==> src/rtl/k2_ctrl_pkg.sv <==
// ============================================================================
// k2_ctrl_pkg
// Shared types and default widths for the K2 run-control sequencer.
//   run_state_t   : sequencer states (IDLE, LOAD, RUN, STEP, HALT)
//   K2_ADDR_BITS  : default program address width (matches the core PC)
//   K2_INSTR_BITS : default instruction word width
// ============================================================================
package k2_ctrl_pkg;

    localparam int K2_ADDR_BITS  = 4;
    localparam int K2_INSTR_BITS = 8;

    typedef enum logic [2:0] {
        IDLE,
        LOAD,
        RUN,
        STEP,
        HALT
    } run_state_t;

endpackage

==> src/rtl/k2_sat_counter.sv <==
// ============================================================================
// k2_sat_counter
// Up-counter with synchronous clear and increment enable.
// The counter holds at all-ones instead of wrapping.
// Ports:
//   clk_i   : clock
//   rst_ni  : asynchronous active-low reset (count returns to 0)
//   clr_i   : synchronous clear, takes priority over inc_i
//   inc_i   : increment enable
//   count_o : current count
// ============================================================================
module k2_sat_counter #(
    parameter int WIDTH = 16
) (
    input  logic             clk_i,
    input  logic             rst_ni,
    input  logic             clr_i,
    input  logic             inc_i,
    output logic [WIDTH-1:0] count_o
);

    logic [WIDTH-1:0] count_q;
    logic [WIDTH-1:0] count_d;

    // Clear wins over increment; once all-ones is reached the count stays there.
    always_comb begin
        count_d = count_q;
        if (clr_i) begin
            count_d = '0;
        end else if (inc_i && (count_q != {WIDTH{1'b1}})) begin
            count_d = count_q + WIDTH'(1);
        end
    end

    // Count register.
    always_ff @(posedge clk_i or negedge rst_ni) begin
        if (!rst_ni) begin
            count_q <= '0;
        end else begin
            count_q <= count_d;
        end
    end

    assign count_o = count_q;

endmodule

==> src/rtl/k2_run_controller.sv <==
// ============================================================================
// k2_run_controller
// Run-control sequencer for the K2 8-bit processor core. Loads the program
// memory over a valid/ready stream, holds the core in reset until started,
// gates core execution (run / stop / single-step / breakpoint) through a
// clock enable and counts executed cycles.
//
// Optional feature macro: K2_WATCHDOG_EN
//   Defined   : a consecutive-RUN watchdog halts the core after WDT_CYCLES
//               cycles and raises the sticky wdt_timeout flag.
//   Undefined : no watchdog logic, wdt_timeout tied low.
//
// Ports:
//   clk, rst_n            : clock, asynchronous active-low reset
//   load_start            : request program load (IDLE only)
//   load_valid/load_ready : load stream handshake (ready while in LOAD)
//   load_data, load_last  : load word and end-of-load marker
//   imem_we/addr/wdata    : registered instruction memory write port
//   start, stop, step     : run / halt / single-step commands
//   abort                 : return to IDLE and reset the core (top priority)
//   bp_en, bp_addr        : program-address breakpoint
//   pc                    : core program address
//   proc_en               : core clock enable
//   proc_rst_n            : registered active-low core reset
//   halted, bp_hit        : HALT state flag, breakpoint halt pulse
//   cycle_count           : saturating count of proc_en cycles
//   wdt_timeout           : sticky watchdog flag
// ============================================================================
module k2_run_controller
    import k2_ctrl_pkg::*;
#(
    parameter int ADDR_BITS  = K2_ADDR_BITS,
    parameter int INSTR_BITS = K2_INSTR_BITS,
    parameter int CNT_BITS   = 16,
    parameter int WDT_CYCLES = 1000
) (
    input  logic                  clk,
    input  logic                  rst_n,
    input  logic                  load_start,
    input  logic                  load_valid,
    output logic                  load_ready,
    input  logic [INSTR_BITS-1:0] load_data,
    input  logic                  load_last,
    output logic                  imem_we,
    output logic [ADDR_BITS-1:0]  imem_addr,
    output logic [INSTR_BITS-1:0] imem_wdata,
    input  logic                  start,
    input  logic                  stop,
    input  logic                  step,
    input  logic                  abort,
    input  logic                  bp_en,
    input  logic [ADDR_BITS-1:0]  bp_addr,
    input  logic [ADDR_BITS-1:0]  pc,
    output logic                  proc_en,
    output logic                  proc_rst_n,
    output logic                  halted,
    output logic                  bp_hit,
    output logic [CNT_BITS-1:0]   cycle_count,
    output logic                  wdt_timeout
);

    run_state_t            state_q, state_d;
    logic [ADDR_BITS-1:0]  loadIndex_q, loadIndex_d;
    logic                  imemWe_q;
    logic [ADDR_BITS-1:0]  imemAddr_q;
    logic [INSTR_BITS-1:0] imemWdata_q;
    logic                  procRstN_q;
    logic                  bpHit_q;
    logic                  bpArmed_q;

    logic bpMatch;
    logic loadFire;
    logic bpHalt;
    logic wdtHalt;
    logic cycleClr;

    // bp_armed is dropped after a breakpoint halt so that resuming or stepping
    // from the breakpoint address does not immediately halt again.
    assign bpMatch  = bp_en & bpArmed_q & (pc == bp_addr);
    assign loadFire = (state_q == LOAD) & load_valid & ~abort;
    assign bpHalt   = (state_q == RUN) & ~abort & ~stop & bpMatch;
    assign cycleClr = (state_q == IDLE) & start & ~load_start & ~abort;

    // Only Mealy output: the core is stopped before it executes the
    // breakpoint instruction.
    assign proc_en = ((state_q == RUN) & ~bpMatch) | (state_q == STEP);

    assign load_ready = (state_q == LOAD);
    assign halted     = (state_q == HALT);
    assign imem_we    = imemWe_q;
    assign imem_addr  = imemAddr_q;
    assign imem_wdata = imemWdata_q;
    assign proc_rst_n = procRstN_q;
    assign bp_hit     = bpHit_q;

    // Next-state decode; abort overrides every state.
    always_comb begin
        state_d = state_q;
        if (abort) begin
            state_d = IDLE;
        end else begin
            unique case (state_q)
                IDLE: begin
                    if (load_start) begin
                        state_d = LOAD;
                    end else if (start) begin
                        state_d = RUN;
                    end
                end
                LOAD: begin
                    if (load_valid && load_last) begin
                        state_d = IDLE;
                    end
                end
                RUN: begin
                    if (stop || bpMatch || wdtHalt) begin
                        state_d = HALT;
                    end
                end
                STEP: begin
                    state_d = HALT;
                end
                HALT: begin
                    if (step) begin
                        state_d = STEP;
                    end else if (start) begin
                        state_d = RUN;
                    end
                end
                default: begin
                    state_d = IDLE;
                end
            endcase
        end
    end

    // Load word index restarts on every accepted load request and advances
    // with each handshake, wrapping naturally at the address width.
    always_comb begin
        loadIndex_d = loadIndex_q;
        if ((state_q == IDLE) && load_start && !abort) begin
            loadIndex_d = '0;
        end else if (loadFire) begin
            loadIndex_d = loadIndex_q + ADDR_BITS'(1);
        end
    end

    // State, load path and control registers. The core is released from
    // reset exactly when the sequencer is in an execution state.
    always_ff @(posedge clk or negedge rst_n) begin
        if (!rst_n) begin
            state_q     <= IDLE;
            loadIndex_q <= '0;
            imemWe_q    <= 1'b0;
            imemAddr_q  <= '0;
            imemWdata_q <= '0;
            procRstN_q  <= 1'b0;
            bpHit_q     <= 1'b0;
            bpArmed_q   <= 1'b1;
        end else begin
            state_q     <= state_d;
            loadIndex_q <= loadIndex_d;
            imemWe_q    <= loadFire;
            if (loadFire) begin
                imemAddr_q  <= loadIndex_q;
                imemWdata_q <= load_data;
            end
            procRstN_q <= (state_d == RUN) || (state_d == STEP) || (state_d == HALT);
            bpHit_q    <= bpHalt;
            if (abort) begin
                bpArmed_q <= 1'b1;
            end else if (bpHalt) begin
                bpArmed_q <= 1'b0;
            end else if (proc_en) begin
                bpArmed_q <= 1'b1;
            end
        end
    end

    // Executed-cycle counter, cleared when a fresh run starts from IDLE.
    k2_sat_counter #(
        .WIDTH(CNT_BITS)
    ) u_cycle_counter (
        .clk_i  (clk),
        .rst_ni (rst_n),
        .clr_i  (cycleClr),
        .inc_i  (proc_en),
        .count_o(cycle_count)
    );

`ifdef K2_WATCHDOG_EN
    localparam int WDT_BITS = $clog2(WDT_CYCLES + 1);

    logic [WDT_BITS-1:0] wdtCount;
    logic                wdtTimeout_q;

    // The watchdog count is held at zero outside RUN, so every entry into RUN
    // starts from a clean count. It fires on the last allowed RUN cycle,
    // unless stop or a breakpoint is already halting the core.
    k2_sat_counter #(
        .WIDTH(WDT_BITS)
    ) u_wdt_counter (
        .clk_i  (clk),
        .rst_ni (rst_n),
        .clr_i  (state_q != RUN),
        .inc_i  (state_q == RUN),
        .count_o(wdtCount)
    );

    assign wdtHalt = (state_q == RUN) & ~abort & ~stop & ~bpMatch
                   & (wdtCount == WDT_BITS'(WDT_CYCLES - 1));

    // Sticky timeout flag, cleared by abort or by the next start command.
    always_ff @(posedge clk or negedge rst_n) begin
        if (!rst_n) begin
            wdtTimeout_q <= 1'b0;
        end else if (abort) begin
            wdtTimeout_q <= 1'b0;
        end else if (wdtHalt) begin
            wdtTimeout_q <= 1'b1;
        end else if (start) begin
            wdtTimeout_q <= 1'b0;
        end
    end

    assign wdt_timeout = wdtTimeout_q;
`else
    assign wdtHalt     = 1'b0;
    assign wdt_timeout = 1'b0;
`endif

endmodule

==> config.mk <==
export PLATFORM = sky130hd
export DESIGN_NAME = k2_run_controller
export DESIGN_NICKNAME = d
export VERILOG_FILES = /design/src/rtl/k2_ctrl_pkg.sv /design/src/rtl/k2_sat_counter.sv /design/src/rtl/k2_run_controller.sv
export SDC_FILE = /design/constraint.sdc
export NUM_CORES = 1
export LEC_CHECK = 0
export ABC_AREA = 1
export BUFFER_PORTS_ARGS = -buffer_cell sky130_fd_sc_hd__buf_4
export CORE_ASPECT_RATIO = 1.5
export CORE_MARGIN = 2
export CORE_UTILIZATION = 45
export DETAILED_ROUTE_END_ITERATION = 12
export PLACE_DENSITY = 0.81
export SYNTH_ARGS = -nofsm -noshare
export SYNTH_HDL_FRONTEND = slang
export SYNTH_SLANG_ARGS = --single-unit
export TNS_END_PERCENT = 30
==> constraint.sdc <==
create_clock -name clk -period 2.5 [get_ports clk]
set_input_delay 0.5 -clock clk [delete_from_list [all_inputs] [get_ports clk]]
set_output_delay 0.5 -clock clk [all_outputs]
set_load 0.02 [all_outputs]
==> results of run 1 <==
[worst min path at each step]
stage / startpoint / to / slack (ns) / cells after the start
after floorplan: rst_n / bp_hit / 0.20 / 0
after global placement: imem_wdata[6] / imem_wdata[6] / 0.47 / 2
after detailed placement: imem_wdata[4] / imem_wdata[4] / 0.47 / 2
after CTS: rst_n / u_cycle_counter.count_o[1] / 0.17 / 1
after global routing: rst_n / u_cycle_counter.count_o[4] / 0.18 / 1
final: rst_n / u_cycle_counter.count_o[1] / 0.15 / 1
[cells by family after synthesis]
kind of cell               after synthesis  synth area share
xor gates and xnor gates                 7            0.0271
and+or+nand+nor                        199             0.400
adders and majority gates                2            0.0110
other                                    1           0.00165
AOI/OAI and AO/OA                       20            0.0475
buffers and inverters                   43            0.0812
DFF                                     39             0.431
[state kept, by name, summed over array words and instances (netlist names)]
name	count
imem_addr	4
state_q	3
imem_wdata	8
bpArmed_q	1
proc_rst_n	1
loadIndex_q	4
u_cycle_counter.count_o	16
imem_we	1
bp_hit	1
[cell usage in the layout, fill, tap and decap left out, drive strengths merged]
| cell type | synthesis | final |
|---|---|---|
| nand2 | 112 | 112 |
| buf | 6 | 60 |
| nor2 | 44 | 44 |
| dfrtp | 38 | 38 |
| inv | 36 | 36 |
| nand3 | 31 | 31 |
| o21ai | 9 | 9 |
| a21oi | 8 | 8 |
| xor2 | 6 | 6 |
| nor3 | 6 | 6 |
| clkbuf | 1 | 5 |
| nand4 | 5 | 5 |
| o21bai | 2 | 2 |
| ha | 2 | 2 |
| clkinv | 0 | 2 |
| o31ai | 1 | 1 |
| xnor2 | 1 | 1 |
| nor3b | 1 | 1 |
| conb | 1 | 1 |
| dfstp | 1 | 1 |
| bufinv | 0 | 1 |
[routing by layer]
metal / track usage / wire, µm / up-vias
li1: - / - / 1085
met1: 0.241 / 2010 / 999
met2: 0.372 / 3020 / 61
met3: 0.0444 / 231 / 13
met4: 0.0957 / 138 / 0
met5: 0 / 0 / -
[power by group]
part	switching, mW	internal [mW]	total (mW)
Sequential	0.108	0.734	0.842
Clock	0.229	0.297	0.526
Combinational	0.331	0.237	0.567
Total	0.668	1.27	1.94
[final cells by class]
cell class,count,area (µm²),share of cell area
Tap cell,66,82.6,0.0288
Multi-Input combinational cell,229,1100,0.386
Timing Repair Buffer,60,450,0.157
Sequential cell,39,977,0.341
Clock buffer,5,68.8,0.0240
Clock inverter,3,43.8,0.0153
Inverter,36,135,0.0472
[metrics by stage]
| stage | instances | instance area [µm²] | setup slack [ns] | utilization | power, mW |
|---|---|---|---|---|---|
| 2_1_floorplan | 311 | 2270 | 0.790 | - | 1.16 |
| 3_3_place_gp | 430 | 2750 | 0.646 | 0.567 | 1.40 |
| 3_5_place_dp | 430 | 2750 | 0.635 | 0.567 | 1.42 |
| 4_1_cts | 438 | 2860 | 0.352 | 0.590 | 1.96 |
| 5_1_grt | 438 | 2860 | 0.213 | 0.590 | 2.07 |
| 6_report | 438 | 2860 | 0.376 | 0.590 | 1.94 |
[critical path: cells and delay by family, from the launching register on]
kind / cells / cell delay, ns
flops: 1 / 0.54
simple gates: 4 / 0.47
buf+inv: 3 / 0.25
compound gates: 1 / 0.07
==> out/qor.yml, run 1 <==
worst_setup_path:
  worstPathCellList: "nand2_1, inv_1, o21ai_0, nor2_1, nand3_1, nand2_1, inv_1, buf_4"
  critPathLaunchType: "flop"
  cp_slowest_cell: "dfstp_2"
  max_stage_delay_ns: 0.54
  cp.arrival_ns: 1.62
  reg2reg_to: "u_cycle_counter.count_o[0]"
  worstPathRequired_ns: 2.00
  rrSetupSlack_ns: 0.65
  r2r_start: "u_cycle_counter.count_o[0]"
  setup.worst_path.start: "bpArmed_q"
  crit_path_end_kind: "primary output"
  crit_end: "proc_en"
  r2r_cells: 8
  worstPathMaxFanout: 2
  critPathKind: "flop to primary output"
synth:
  ys_ff_latch: 39
  synth.avg_cell_area_um2: 7.29
  synth_fp_nets: 339
  netlist_area_um2: 2270
  yosysUniqueCellTypes: 32
  yosys.area.top_type: "dfrtp_1"
  synthCells: 311
  synth_common_cells: "nand2_1, nor2_1, dfrtp_1"
  yosysWarnings: 0
  netlist.area_leader.share: 0.420
  ys.flop_type: "dfrtp_1"
  async_flop_share: 1.00
  synth_seq_area_share: 0.431
  synth.area.top_cells: "dfrtp_1, nand2_1, nor2_1"
  synth_edf_count: 0
  post-synth-top-count-cell: "nand2_1"
global_routing:
  grt_pass1_vias: 2085
  antenna_found_initial: 0
  grt_start_max_net_pins: 40
  grt.total_usage: 0.216
  grt_pass1_wl_um: 9260
  grt.overflow.total: 0
cells_and_area:
  fin_nets: 399
  diodes: 0
  fill_cells: 463
  area_growth_pct: 26.3
  drive_gt1_frac: 0.234
routing:
  routed_wl_um: 5400
  vias: 2158
  via_per_inst: 4.93
  drc: 0
  dr.pass1.iters: 4
  drt_iter0_markers: 233
  ant_nets: 0
  wl_per_cell_um: 12.3
floorplanning:
  initial_core_util: 0.467
  io_pins: 61
  rows: 31
  die-area_um2: 5630
  fp.coreArea_um2: 4850
  dieWidth_um: 61.9
  die_h_um: 90.9
cts:
  numCtsBuffers: 5
  cts_max_path_buffers: 2
  postCtsHoldBufs: 0
  cts_resized: 0
  clock_tree.root_cell: "clkbuf_8"
  cts_num_sinks: 39
  cts_tree: "yes"
  clk_latency_ns: 0.30
  postCtsSetupBuffers: 0
  clk_pin_slew_ns: 0.08
  cts-htree-levels: 2
hold_path:
  hold_path.class: "input port to async pin"
placed_design:
  place_hpwl_um: 4020
  port_buffers: 59
  gp_congestion: 0.940
sta:
  max_freq_ghz: 0.471
  grt_setup_unrepaired: "no"
  period_needed_ns: 2.12
  drv_slew: 0
  fin_worst_skew_ns: 0.0123
  hold_ws_ns: 0.146
  period_share: 0.849
  fin_tns_setup_ns: 0
  finalHoldViolations: 0
  setup_violations: 0
power:
  p_per_area_nw_per_um2: 676
  ir_drop_mv: 0.404
  leakage_nw: 1.54
job:
  cap_violations: 0
status:
  status: "finished clean"
(Power assumes the default switching activity.)
==> run 2, diff against run 1 <==
--- a/config.mk
+++ b/config.mk
@@ -11,7 +11,7 @@
 export CORE_MARGIN = 2
 export CORE_UTILIZATION = 45
 export DETAILED_ROUTE_END_ITERATION = 12
-export PLACE_DENSITY = 0.81
+export PLACE_DENSITY = 0.84
 export SYNTH_ARGS = -nofsm -noshare
 export SYNTH_HDL_FRONTEND = slang
 export SYNTH_SLANG_ARGS = --single-unit
==> constraint.sdc (replaced) <==
create_clock -name clk -period 1.9 [get_ports clk]
set_input_delay 0.38 -clock clk [delete_from_list [all_inputs] [get_ports clk]]
set_output_delay 0.38 -clock clk [all_outputs]
set_load 0.02 [all_outputs]
==> out/qor.yml, run 2 (same netlist as run 1, synthesis figures left out) <==
status:
  status: "finished clean"
floorplanning:
  dieWidth_um: 61.9
  initial_core_util: 0.467
  die_h_um: 90.9
  fp.coreArea_um2: 4850
  rows: 31
  die-area_um2: 5630
  io_pins: 61
placed_design:
  place_hpwl_um: 4030
  place_area_um2: 2770
  port_buffers: 59
  place_inst: 433
  gp_congestion: 0.938
routing:
  wl_per_cell_um: 12.0
  ant_nets: 0
  vias: 2204
  routed_wl_um: 5330
  dr.pass1.iters: 4
  drc: 0
  via_per_inst: 4.98
  drt_iter0_markers: 108
cells_and_area:
  drive_gt1_frac: 0.257
  fill_cells: 457
  final_common_cell: "nand2_1"
  instances_no_fill: 443
  final_cell_mix: "nand2_1, buf_4, nor2_1"
  area_growth_pct: 29.0
  largest_reg_flops: 16
  diodes: 0
  fin_nets: 404
  final_area_um2: 2920
  multiInputGateArea_um2: 1120
  regArea_um2: 977
cts:
  cts_num_sinks: 39
  cts_tree: "yes"
  numCtsBuffers: 5
  cts_max_path_buffers: 2
  clk_pin_slew_ns: 0.08
  clock_tree.root_cell: "clkbuf_8"
  cts-htree-levels: 2
  clk_latency_ns: 0.30
  postCtsHoldBufs: 0
hold_path:
  hold_path.class: "input port to async pin"
sta:
  fin_worst_skew_ns: 0.0124
  max_slew_margin: 0.666
  worstMarginPinSlew_ns: 0.501
  max_freq_ghz: 0.542
  grt_setup_unrepaired: "yes"
  period_share: 0.971
  setup_violations: 0
  hold_ws_ns: 0.0515
  drv_slew: 0
  period_needed_ns: 1.84
  finalHoldViolations: 0
power:
  ir_drop_mv: 0.559
  p_per_area_nw_per_um2: 886
  leakage_nw: 1.57
worst_setup_path:
  critPathLaunchType: "flop"
  critPathKind: "flop to primary output"
  cp.arrival_ns: 1.46
  crit_path_end_kind: "primary output"
  worstPathRequired_ns: 1.52
  worstPathMaxFanout: 2
global_routing:
  grt_start_max_net_pins: 40
  grt_pass1_wl_um: 9180
  grt.total_usage: 0.212
  antenna_found_initial: 0
  grt_pass1_vias: 2162
  grt.overflow.total: 0
job:
  cap_violations: 0
run 2: power by group:
| part | switching [mW] | internal, mW |
|---|---|---|
| logic | 0.452 | 0.330 |
| registers | 0.123 | 0.966 |
| clock network | 0.292 | 0.425 |
| total | 0.867 | 1.72 |
run 2: layout make-up:
| cell class | count | area share |
|---|---|---|
| multi-input combinational | 229 | 0.383 |
| sequential | 39 | 0.334 |
| timing repair buffer | 65 | 0.168 |
| inverter | 36 | 0.0462 |
| clock buffer | 6 | 0.0283 |
| tap | 66 | 0.0283 |
| clock inverter | 2 | 0.0120 |
run 2: worst paths after layout:
path,startpoint,slack [ns],cells after the start,end
worst max register to register,u_cycle_counter.count_o[1],0.22,8,u_cycle_counter.count_o[3]
max in group asynchronous,rst_n,1.49,1,bpArmed_q
min in group clk,load_data[6],0.27,3,imem_wdata[6]
worst max-delay path,bpArmed_q,0.06,8,proc_en
worst min-delay path,rst_n,0.05,1,u_cycle_counter.count_o[10]
worst min register to register,imem_wdata[6],0.49,2,imem_wdata[6]
run 2: through the flow:
step / setup slack (ns) / total power [mW] / setup TNS (ns) / util
2_1_floorplan: 0.190 / 1.52 / 0 / -
3_3_place_gp: 0.211 / 1.86 / 0 / 0.572
3_5_place_dp: 0.210 / 1.89 / 0 / 0.572
4_1_cts: 0.00492 / 2.62 / 0 / 0.600
5_1_grt: -0.0301 / 2.74 / -0.0301 / 0.603
6_report: 0.0551 / 2.59 / 0 / 0.603
run 2: metal layers:
metal  vias to the layer above  GRT usage  wire length [µm]
met5                         -          0                 0
met4                         0     0.0727               149
met3                        15     0.0458               272
met2                        67      0.372              2950
met1                      1025      0.239              1950
li1                       1097          -                 -
run 2: critical path: stages (launching register included):
cell	delay (ns)
dfstp_2	0.54
nand2_1	0.05
inv_1	0.06
o21ai_2	0.06
nor2_2	0.14
nand3_2	0.09
nand2_2	0.08
inv_2	0.05
buf_6	0.12
run 2: what timing repair did:
| item | 4_1_cts | 5_1_grt |
|---|---|---|
| endpoints found under the hold margin | 0 | 0 |
| setup buffers | 1 | 1 |
| setup endpoints to repair | 1 | 1 |
| pin swaps | 2 | 2 |
| resized for setup | 4 | 3 |
==> run 3, diff against run 2 <==
--- a/config.mk
+++ b/config.mk
@@ -12,6 +12,7 @@
 export CORE_UTILIZATION = 45
 export DETAILED_ROUTE_END_ITERATION = 12
 export PLACE_DENSITY = 0.84
+export RECOVER_POWER = 50
 export SYNTH_ARGS = -nofsm -noshare
 export SYNTH_HDL_FRONTEND = slang
 export SYNTH_SLANG_ARGS = --single-unit
==> out/qor.yml, run 3 (same netlist as run 1, synthesis figures left out) <==
status:
  status: "finished clean"
routing:
  wl_per_cell_um: 12.0
  ant_nets: 0
  drt_iter0_markers: 108
  routed_wl_um: 5330
  drc: 0
  dr.pass1.iters: 4
  via_per_inst: 4.95
  vias: 2195
worst_setup_path:
  cp.arrival_ns: 1.47
  cp_slowest_cell: "dfstp_2"
  r2r_start: "u_cycle_counter.count_o[1]"
  worstPathMaxFanout: 2
  critPathLaunchType: "flop"
  max_stage_delay_ns: 0.54
  setup.worst_path.start: "bpArmed_q"
  worstPathRequired_ns: 1.52
  crit_path_end_kind: "primary output"
  worstPathCellList: "nand2_1, inv_1, o21ai_2, nor2_2, nand3_2, nand2_2, inv_2, buf_6"
  critPathKind: "flop to primary output"
cts:
  clk_pin_slew_ns: 0.08
  clk_latency_ns: 0.30
  cts-htree-levels: 2
  cts_max_path_buffers: 2
  cts_num_sinks: 39
  cts_tree: "yes"
  postCtsHoldBufs: 0
  numCtsBuffers: 5
  clock_tree.root_cell: "clkbuf_8"
cells_and_area:
  fin_nets: 404
  area_growth_pct: 28.4
  final_common_cell: "nand2_1"
  fill_cells: 459
  largest_reg_flops: 16
  final_cell_mix: "nand2_1, buf_4, nor2_1"
  drive_gt1_frac: 0.249
  diodes: 0
global_routing:
  grt.total_usage: 0.212
  grt_pass1_wl_um: 9180
  antenna_found_initial: 0
  grt.overflow.total: 0
  grt_pass1_vias: 2162
  grt_start_max_net_pins: 40
hold_path:
  hold_path.class: "input port to async pin"
sta:
  worstMarginPinSlew_ns: 0.988
  period_needed_ns: 1.85
  max_slew_margin: 0.341
  hold_ws_ns: 0.236
  fin_tns_setup_ns: 0
  drv_slew: 0
  setup_violations: 0
  fin_worst_skew_ns: 0.0125
  finalHoldViolations: 0
  grt_setup_unrepaired: "yes"
  period_share: 0.971
  max_freq_ghz: 0.542
power:
  p_per_area_nw_per_um2: 889
  leakage_nw: 1.56
  ir_drop_mv: 0.559
floorplanning:
  rows: 31
  die_h_um: 90.9
  die-area_um2: 5630
  io_pins: 61
  initial_core_util: 0.467
  dieWidth_um: 61.9
  fp.coreArea_um2: 4850
placed_design:
  gp_congestion: 0.938
  port_buffers: 59
  place_hpwl_um: 4030
job:
  cap_violations: 0
## run 3: changes by cell type in the layout (fill, tap and decap cells not counted)
cell	previous run	this run
clkbuf_2	0	1
clkbuf_1	0	3
buf_4	64	60
## run 3: per-layer routing
| layer | vias to the layer above | share of wire | global-route usage |
|---|---|---|---|
| li1 | 1096 | - | - |
| met1 | 1012 | 0.37 | 0.239 |
| met2 | 72 | 0.55 | 0.372 |
| met3 | 15 | 0.053 | 0.0458 |
| met4 | 0 | 0.028 | 0.0727 |
| met5 | - | 0 | 0 |
## run 3: worst paths after layout
check | end | cells past startpoint | slack (ns)
max | proc_en | 8 | 0.05
min | u_cycle_counter.count_o[10] | 1 | 0.24
max reg2reg | u_cycle_counter.count_o[3] | 8 | 0.21
min reg2reg | imem_wdata[6] | 2 | 0.49
max in group asynchronous | loadIndex_q[0] | 1 | 1.05
min in group clk | imem_wdata[6] | 3 | 0.27
## run 3: through the flow
stage / power [mW] / worst slack (ns) / cell area, µm² / std cells / util
finish: 2.59 / 0.0547 / 2910 / 443 / 0.600
global route: 2.73 / -0.0301 / 2910 / 443 / 0.600
CTS: 2.62 / 0.00492 / 2910 / 442 / 0.600
detailed placement: 1.89 / 0.210 / 2770 / 433 / 0.572
global placement: 1.86 / 0.211 / 2770 / 433 / 0.572
floorplan: 1.52 / 0.190 / 2270 / 311 / -
## run 3: layout make-up
class                   instances  area, µm²  share of cell area
multi-input cells             229       1120               0.385
flip-flops and latches         39        977               0.336
repair buffers                 65        478               0.164
inverters                      36        135              0.0465
clock buffers                   6       82.6              0.0284
well taps                      66       82.6              0.0284
clock inverters                 2       35.0              0.0120
## run 3: critical path: cells and delay by family, from the launching register on
family / cells / cell delay (ns)
AO/OA/AOI/OAI: 1 / 0.06
flip-flops: 1 / 0.54
AND/OR/NAND/NOR: 4 / 0.36
buffers and inverters: 3 / 0.23
## run 3: report_power, final
part	leakage, nW	total [mW]	internal, mW	switching, mW
clock	0.0612	0.716	0.425	0.291
combinational	0.975	0.780	0.327	0.453
sequential	0.521	1.09	0.966	0.122
## run 3: timing repair
item | in CTS | in global routing
buffers inserted | 1 | 1
gates cloned | 0 | 0
pin swaps | 2 | 2
resized for setup | 4 | 3
setup endpoints to repair | 1 | 1
